**src/rtl/perm_pkg.sv**
```systemverilog
// Shared types for the permutator sequencer: program entry layout and FSM states.
package perm_pkg;

    localparam int CFG_W     = 4;
    localparam int DEF_LANES = 8;
    localparam int DEF_DEPTH = 16;
    localparam int DEF_REP_W = 8;
    localparam int DEF_CW    = DEF_LANES * CFG_W;

    typedef struct packed {
        logic [DEF_CW-1:0]    cfg;
        logic [DEF_REP_W-1:0] rep;
        logic                 last;
    } entry_t;

    typedef enum logic {
        IDLE = 1'b0,
        RUN  = 1'b1
    } state_e;

endpackage

```
**src/rtl/permutator_seq_mem.sv**
```systemverilog
// Program memory: DEPTH entries of {cfg, rep, last}, async-reset flops,
// one write port that only commits in IDLE, combinational read port.
module permutator_seq_mem
    import perm_pkg::*;
#(
    parameter int DEPTH = perm_pkg::DEF_DEPTH,
    parameter int CW    = perm_pkg::DEF_CW,
    parameter int REP_W = perm_pkg::DEF_REP_W
) (
    input  logic                     clk,
    input  logic                     reset_n,
    input  state_e                   state,
    input  logic                     wr_en,
    input  logic [$clog2(DEPTH)-1:0] wr_adr,
    input  logic [CW-1:0]            wr_cfg,
    input  logic [REP_W-1:0]         wr_rep,
    input  logic                     wr_last,
    input  logic [$clog2(DEPTH)-1:0] rd_adr,
    output logic [CW-1:0]            rd_cfg,
    output logic [REP_W-1:0]         rd_rep,
    output logic                     rd_last
);

    logic [CW-1:0]    cfg_q  [DEPTH];
    logic [CW-1:0]    cfg_d  [DEPTH];
    logic [REP_W-1:0] rep_q  [DEPTH];
    logic [REP_W-1:0] rep_d  [DEPTH];
    logic             last_q [DEPTH];
    logic             last_d [DEPTH];
    logic             we;

    assign we = wr_en && (state == IDLE);

    always_comb begin
        cfg_d  = cfg_q;
        rep_d  = rep_q;
        last_d = last_q;
        if (we) begin
            cfg_d[wr_adr]  = wr_cfg;
            rep_d[wr_adr]  = wr_rep;
            last_d[wr_adr] = wr_last;
        end
    end

    // A write landing on the entry being read is forwarded, so a start in the
    // same cycle as a write to entry 0 loads the new contents.
    always_comb begin
        rd_cfg  = cfg_q[rd_adr];
        rd_rep  = rep_q[rd_adr];
        rd_last = last_q[rd_adr];
        if (we && (wr_adr == rd_adr)) begin
            rd_cfg  = wr_cfg;
            rd_rep  = wr_rep;
            rd_last = wr_last;
        end
    end

    always_ff @(posedge clk or negedge reset_n) begin
        if (!reset_n) begin
            cfg_q  <= '{default: '0};
            rep_q  <= '{default: '0};
            last_q <= '{default: 1'b0};
        end else begin
            cfg_q  <= cfg_d;
            rep_q  <= rep_d;
            last_q <= last_d;
        end
    end

endmodule

```
**src/rtl/permutator_sequencer.sv**
```systemverilog
// Streams a stored program of permutation configs to the slice array.
// Optional feature macro: PERM_SEQ_LOOP_EN (adds `loop`, endless repeat until abort).
module permutator_sequencer #(
    parameter int LANES = perm_pkg::DEF_LANES,
    parameter int CFG_W = perm_pkg::CFG_W,
    parameter int DEPTH = perm_pkg::DEF_DEPTH,
    parameter int REP_W = perm_pkg::DEF_REP_W
) (
    input  logic                     clk,
    input  logic                     reset_n,
    input  logic                     wr_en,
    input  logic [$clog2(DEPTH)-1:0] wr_adr,
    input  logic [LANES*CFG_W-1:0]   wr_cfg,
    input  logic [REP_W-1:0]         wr_rep,
    input  logic                     wr_last,
    input  logic                     start,
    input  logic                     abort,
`ifdef PERM_SEQ_LOOP_EN
    input  logic                     loop,
`endif
    output logic [LANES*CFG_W-1:0]   cfg,
    output logic                     cfg_valid,
    input  logic                     cfg_ready,
    output logic [$clog2(DEPTH)-1:0] step_idx,
    output logic                     busy,
    output logic                     done,
    output logic                     err
);

    import perm_pkg::*;

    localparam int AW = $clog2(DEPTH);
    localparam int CW = LANES * CFG_W;

    state_e           state_q, state_d;
    logic [AW-1:0]    ptr_q, ptr_d;
    logic [REP_W-1:0] cnt_q, cnt_d;
    logic [CW-1:0]    cfg_q, cfg_d;
    logic [REP_W-1:0] rep_q, rep_d;
    logic             last_q, last_d;
    logic             valid_q, valid_d;
    logic             busy_q, busy_d;
    logic             done_q, done_d;
    logic             err_q, err_d;
    logic             loop_q;
`ifdef PERM_SEQ_LOOP_EN
    logic             loop_d;
`else
    assign loop_q = 1'b0;
`endif

    logic [AW-1:0]    rd_adr;
    logic [CW-1:0]    rd_cfg;
    logic [REP_W-1:0] rd_rep;
    logic             rd_last;
    logic             at_end;

    // rep/last of the entry on `cfg` are kept in flops, so the single read
    // port only ever looks at the entry that follows.
    assign at_end = last_q || (ptr_q == AW'(DEPTH - 1));
    assign rd_adr = ((state_q == RUN) && !at_end) ? ptr_q + AW'(1) : '0;

    permutator_seq_mem #(
        .DEPTH (DEPTH),
        .CW    (CW),
        .REP_W (REP_W)
    ) u_mem (
        .clk     (clk),
        .reset_n (reset_n),
        .state   (state_q),
        .wr_en   (wr_en),
        .wr_adr  (wr_adr),
        .wr_cfg  (wr_cfg),
        .wr_rep  (wr_rep),
        .wr_last (wr_last),
        .rd_adr  (rd_adr),
        .rd_cfg  (rd_cfg),
        .rd_rep  (rd_rep),
        .rd_last (rd_last)
    );

    always_comb begin
        state_d = state_q;
        ptr_d   = ptr_q;
        cnt_d   = cnt_q;
        cfg_d   = cfg_q;
        rep_d   = rep_q;
        last_d  = last_q;
        valid_d = valid_q;
        busy_d  = busy_q;
        done_d  = 1'b0;
        err_d   = err_q;
`ifdef PERM_SEQ_LOOP_EN
        loop_d  = loop_q;
`endif
        case (state_q)
            IDLE: begin
                if (start && !abort) begin
                    state_d = RUN;
                    busy_d  = 1'b1;
                    valid_d = 1'b1;
                    ptr_d   = '0;
                    cnt_d   = '0;
                    cfg_d   = rd_cfg;
                    rep_d   = rd_rep;
                    last_d  = rd_last;
                    err_d   = 1'b0;
`ifdef PERM_SEQ_LOOP_EN
                    loop_d  = loop;
`endif
                end
            end
            RUN: begin
                if (wr_en) begin
                    err_d = 1'b1;
                end
                if (abort) begin
                    state_d = IDLE;
                    busy_d  = 1'b0;
                    valid_d = 1'b0;
                end else if (valid_q && cfg_ready) begin
                    if (cnt_q != rep_q) begin
                        cnt_d = cnt_q + REP_W'(1);
                    end else begin
                        cnt_d = '0;
                        if (at_end && !loop_q) begin
                            state_d = IDLE;
                            busy_d  = 1'b0;
                            valid_d = 1'b0;
                            done_d  = 1'b1;
                        end else begin
                            ptr_d  = rd_adr;
                            cfg_d  = rd_cfg;
                            rep_d  = rd_rep;
                            last_d = rd_last;
                        end
                    end
                end
            end
            default: state_d = IDLE;
        endcase
    end

    always_ff @(posedge clk or negedge reset_n) begin
        if (!reset_n) begin
            state_q <= IDLE;
            ptr_q   <= '0;
            cnt_q   <= '0;
            cfg_q   <= '0;
            rep_q   <= '0;
            last_q  <= 1'b0;
            valid_q <= 1'b0;
            busy_q  <= 1'b0;
            done_q  <= 1'b0;
            err_q   <= 1'b0;
`ifdef PERM_SEQ_LOOP_EN
            loop_q  <= 1'b0;
`endif
        end else begin
            state_q <= state_d;
            ptr_q   <= ptr_d;
            cnt_q   <= cnt_d;
            cfg_q   <= cfg_d;
            rep_q   <= rep_d;
            last_q  <= last_d;
            valid_q <= valid_d;
            busy_q  <= busy_d;
            done_q  <= done_d;
            err_q   <= err_d;
`ifdef PERM_SEQ_LOOP_EN
            loop_q  <= loop_d;
`endif
        end
    end

    assign cfg       = cfg_q;
    assign cfg_valid = valid_q;
    assign step_idx  = ptr_q;
    assign busy      = busy_q;
    assign done      = done_q;
    assign err       = err_q;

endmodule

```
**config.mk**
```make
export PLATFORM = sky130hd
export DESIGN_NAME = permutator_sequencer
export DESIGN_NICKNAME = d
export VERILOG_FILES = /design/src/rtl/perm_pkg.sv /design/src/rtl/permutator_seq_mem.sv /design/src/rtl/permutator_sequencer.sv
export SDC_FILE = /design/constraint.sdc
export NUM_CORES = 1
export LEC_CHECK = 0
export BUFFER_PORTS_ARGS = -buffer_cell sky130_fd_sc_hd__clkbuf_2
export CAP_MARGIN = 20
export CORE_ASPECT_RATIO = 2
export CORE_UTILIZATION = 43
export DETAILED_ROUTE_END_ITERATION = 10
export PLACE_DENSITY = 0.7
export SLEW_MARGIN = 40
export SYNTH_ARGS = -nofsm -noshare
export SYNTH_HDL_FRONTEND = slang
export SYNTH_SLANG_ARGS = --single-unit
```
**constraint.sdc**
```tcl
create_clock -name clk -period 2.75 [get_ports clk]
set_clock_uncertainty 0.2 [all_clocks]
set_input_delay 0.275 -clock clk [delete_from_list [all_inputs] [get_ports clk]]
set_output_delay 0.275 -clock clk [all_outputs]
set_load 0.02 [all_outputs]
```
* Yosys cells after proc, flatten, opt, wreduce, memory -nomap -nowiden
Cells that the tools add are included.
** Storage, ports and cells
- Bits in registers :: 713
- Input port bits :: 51
- Output and inout port bits :: 40
- Logic and storage cells :: 161
** Operators by class
- Add/sub/neg operators :: 2
- Order comparisons :: 3
- Eq/ne operators :: 12
- Mux-type cells :: 71
- Bitwise operators :: 3
- Reductions and logical operators :: 13
** Operator list (count)
- $bwmux 512 :: 1
- $mux 32 :: 9
- $bmux 32 s4 :: 1
- $bwmux 128 :: 1
- $demux 32 s4 :: 1
- $mux 8 :: 13
- $pmux 32 s2 :: 1
- $bmux 8 s4 :: 1
- $demux 8 s4 :: 1
- $pmux 8 s2 :: 2
- $mux 1 :: 26
- $mux 4 :: 6
- $bwmux 16 :: 1
- $ge 5x5->1 const B :: 2
- $ne 2x2->1 const B :: 5
- $not 4->5 :: 2
- $add 8x1->8 const B :: 1
- $ne 8x8->1 :: 1
- $pmux 1 s2 :: 4
- $pmux 4 s2 :: 1
- $logic_and 1x1->1 :: 6
- $ne 3x2->1 const B :: 2
- $lt 5x1->1 const B :: 1
- $reduce_and 5->1 :: 1
- other kinds (13) :: 14

* Logic depth before layout (Yosys ltp)
- Depth in word-level cells :: 15
- Gate-level depth with buffers :: 10

* Modules after synthesis
A second synthesis with hierarchy kept.
** Second synthesis, totals
- Cell total of the unflattened synthesis :: 2033
- Area total of the unflattened synthesis :: 32432.4 um^2
** By module, submodules not included
- permutator_seq_mem :: times used 1, cells each 1843, area an instance 29784.8 um^2
- permutator_sequencer :: times used 1, cells each 190, area an instance 2647.5 um^2

* Worst setup path before layout
No wires, ideal clock.
- Path kind :: flip-flop to flip-flop
- From :: register ptr_q[0], in the netlist step_idx[0]
- To :: register last_q
- Setup time :: 0.126 ns
- Arrival time :: 2.103 ns
- Required time :: 2.424 ns
- Path slack :: 0.321 ns
- Cell stages (with the launch flop) :: 9
- Buffers on the path :: 2
- Clock period less this slack :: 2.429 ns
- Cell sequence :: dfrtp_1 ha_1 and3_1 buf_4 nor2_4 buf_2 o21ai_0 a32o_1 a221o_1
** On the way
- Word-level cells in the longest chain between the ends :: 15
** RTL lines
- start, declared :: RTL line permutator_sequencer.sv:36 : logic [AW-1:0] ptr_q, ptr_d;
- start signal, assigned :: RTL line permutator_sequencer.sv:161 : ptr_q <= ptr_d;
- parallel branches: the longest is 15 deep, another holds $add 4x1->4
- end signal, assigned :: RTL line permutator_sequencer.sv:165 : last_q <= last_d;
- end, declared :: RTL line permutator_sequencer.sv:40 : logic last_q, last_d;
Parallel ways; which one is timed is not known. The select of a mux whose other input is x is not followed.
A chain may end at the register's enable or synchronous reset.

* Final worst setup path
Ends and elaborated chain as after synthesis.

==> results.md <==
- Status: finished, final reports clean
- Reg2reg path depth: 7
- Synthesized area per cell: around 13 um^2
- DR DRC count: 0
- Post-Synth Simple-Gate Area: ~3.5%
- Critical path class: reg2reg
- Reg-to-Reg End: last_q
- Gp weighted congestion: 0.8536
- Clock transition at path regs: about 0.070 ns
- Initial Utilization: approximately 43%
- Endpoints failing setup: 0
- CP Max Fanout: 6
- Antenna violations before repair: 0
- Distinct cell type count after synthesis: 51
- Vias per cell: around 6.1
- Die span in y: approximately 390 um
- Num CTS Buffers: 57
- Main combinational cell family by area after synthesis: multiplexers
- Xor/xnor share of the synthesized area: less than 1%
- Tightest Pin Transition: approximately 0.88 ns
- Total GRT Usage: about a quarter
- Number of DRC markers in iteration 0: between 1500 and 2000
- Vias: about 23000
- Area Overhead vs Synth: 14.83%
- Post-synth EDFFs: 0
- Synth Area in Compound Gates: 10.17%
- DRT Wirelength: ~98000 um
- Final Non-Filler Cells: roughly 3800
- CTS Sinks: 713
- WP data required: 3.07 ns
- Max stage delay on crit path: between 0.5 and 0.6 ns
- R2R Setup Slk: a little over 0.08 ns
- Fill cells: 6527
- Family with the most delay on the worst path: compound AO/OA/AOI/OAI gates
- Dpl cells: 3629
- Worst Hold Class: in2reg
- Sequential-to-total area share from yosys stat: a little over half
- DP Worst Slack: -0.05204 ns
- WP buf/inv: 1
- Rows: roughly 140
- Tot Pwr: between 30 and 40 mW
- Multiplexer share of the synthesized area: between 20% and 30%
- Final Cycle Share: between 90% and 100%
- Fmax: approximately 0.37 GHz
- Pleak: 16.47 nW
- Top_reg_cell synth: dfrtp_1
- Die Width: approximately 200 um
- RR Startpoint: step_idx[0]
- Number of global-route vias before repair: ~25000
- Root buffer cell: clkbuf_16
- First-pass GRT wire length: ~150000 um
- Adder-cell share of the synthesized area: 0.07574%
- Yosys reg bits: just over 700
- P per Cell Area: 803.3 nW/um^2
- Syn_nets: around 2700
- Hold_sp: wr_rep[2]
- Detailed placer's ending HPWL: a little over 60000 um
- Layout cells sized above 1: roughly 38%
- Ys Warns: 0
- Area of the core: about 76000 um^2
- Min Tclk post-route: about 2.7 ns
- Type of element capturing the critical path: flop
- Critical-path cell list: ha_4 -> xnor2_1 -> buf_4 -> a2111oi_1 -> o21ai_0 -> a32o_1 -> a221o_1
- Final worst slack: a little over 0.08 ns
- Final hold violations: 0
- Peak VDD IR: approximately 0.53 mV
- TritonCTS clock tree: done
- Largest net degree at the start of global routing: 104
- Cells after Synth: between 2000 and 3000
- Mapped cell area: around 33000 um^2
- Worst Setup SP: step_idx[0]
- Max clock buf depth: 3
- Asr flop ratio synth: 100.0%
- Grt total ovfl: 0
- Worst path arrival time: 2.99 ns
- Die ar.: 78020 um^2
- Max-Slew Margin vs Limit: 41.19%
- I/O pins: 91
- RSZ-0062 raised after global routing: true
- Worst skew pair latency: 0.63 ns
- H-tree levels: 2
- Hold endpoint: u_mem.rep_q[82]
- Slowest cell on crit path: dfrtp_4
- Post-DRT Antenna Nets: 0
- Post-DR wirelength/cell: 25.87 um
- Hold Path Depth: 2
- Final hold slack: roughly 0.022 ns
- Max Cap Violations: 0
- Slew Viols, Final: 0
- Count of input and output buffers: 90
- Setup crit start kind: flop
- # nets final: roughly 2800
- DR pass1 iterations: 5
[synth_stat cells, drive strengths merged (2+ instances only)]
cell / n / share of area (%)
a21oi: 154 / 2.3
a221o: 6 / 0.18
a221oi: 40 / 1.1
a2bb2oi: 5 / 0.13
a31oi: 47 / 0.89
a32o: 2 / 0.061
and3: 2 / 0.038
buf: 120 / 1.8
clkbuf: 116 / 1.3
dfrtp: 713 / 54
ha: 2 / 0.076
inv: 4 / 0.045
mux2: 691 / 24
mux2i: 168 / 5.1
nand2: 65 / 0.75
nand2b: 3 / 0.057
nand3: 9 / 0.14
nand4: 3 / 0.057
nor2: 66 / 0.79
nor2b: 8 / 0.15
nor3: 81 / 1.3
nor3b: 3 / 0.083
nor4b: 2 / 0.053
o21a: 42 / 0.95
o21ai: 205 / 3.1
o221ai: 45 / 1.2
o31ai: 2 / 0.087
o32ai: 2 / 0.053
xnor2: 12 / 0.32
xor2: 3 / 0.080
[worst max path at each step]
stage / depth (start not counted) / end
after floorplan: 8 / last_q
after global placement: 7 / last_q
after global routing: 7 / last_q
after detailed placement: 7 / last_q
final: 7 / last_q
after CTS: 8 / cfg[8]
[report_power, final]
| part | internal, mW | leakage [nW] | switching, mW | total (mW) |
|---|---|---|---|---|
| combinational | 3.53 | 6.56 | 3.72 | 7.25 |
| sequential | 12.9 | 8.92 | 1.42 | 14.3 |
| clock | 5.01 | 0.989 | 3.90 | 8.91 |
| total | 21.4 | 16.5 | 9.04 | 30.5 |
[logic make-up (layout without fill, tap and decap cells)]
group | after synthesis | after routing
adder cells (fa/ha/maj) | 2 | 2
XOR/XNOR | 15 | 15
multiplexers | 859 | 859
buffers and inverters | 240 | 379
AND/OR/NAND/NOR | 246 | 246
other | 0 | 1
AO/OA/AOI/OAI | 554 | 554
flip-flops | 713 | 713
[repair_timing]
item | 4_1_cts | 5_1_grt
gates resized for setup | 3 | 18
endpoints found under the hold margin | 1048 | 0
pin swaps | 1 | 1
hold buffers | 43 | 0
setup buffers | 3 | 1
gates cloned | 0 | 1
setup endpoints to repair | 5 | 35
[state kept, by name, indices dropped and copies added, names as in the netlist]
register	cells
cfg	32
err	1
rep_q	8
u_mem.cfg_q	512
done	1
state_q	1
u_mem.rep_q	128
last_q	1
busy	1
cnt_q	8
step_idx	4
u_mem.last_q	16
[metal layers]
layer | GRT usage [%] | vias up | part of all wire (%)
met5 | 0 | - | 0
met4 | 14.81 | 0 | 6.2
met3 | 3.337 | 351 | 5.4
met2 | 44.54 | 911 | 52
met1 | 29.29 | 12140 | 37
li1 | - | 9786 | -
[cell usage in the layout, fill, tap and decap left out, drive strengths merged, types with 3 or more instances in the layout]
master	instances
o21ai	205
dfrtp	713
inv	5
a2bb2oi	5
nand4	3
nand3	9
mux2i	168
nor3b	3
xor2	3
bufinv	8
clkinvlp	3
xnor2	12
nor2	66
o221ai	45
buf	137
a221oi	40
clkinv	11
a221o	6
nor2b	8
dlygate4sd3	42
nand2b	3
a31oi	47
o21a	42
nand2	65
nor3	81
a21oi	154
mux2	691
clkbuf	173
[per-stage QoR]
| stage | util [%] | area [um^2] | setup TNS (ns) |
|---|---|---|---|
| 2_1_floorplan | - | 33040 | 0 |
| 3_3_place_gp | 46.44 | 35320 | -0.03296 |
| 3_5_place_dp | 46.44 | 35320 | -0.1244 |
| 4_1_cts | 49.74 | 37830 | 0 |
| 5_1_grt | 49.89 | 37940 | -0.04946 |
| 6_report | 49.89 | 37940 | 0 |
[worst register-to-register path, stage by stage (launching register included)]
cell	delay (ns)
dfrtp_4	0.57
ha_4	0.22
xnor2_1	0.15
buf_4	0.17
a2111oi_1	0.43
o21ai_0	0.22
a32o_1	0.30
a221o_1	0.31
[cell type report]
type	count	area, um^2	area share (%)
antenna	1	2.502	0.006596
clock buffer	83	1687	4.446
clock inverter	23	330.3	0.8707
inverter	4	15.01	0.03958
multi-input combinational	1676	14350	37.81
sequential	713	17850	47.04
tap	1015	1270	3.348
timing repair buffer	269	2442	6.438
(Power assumes the default switching activity.)
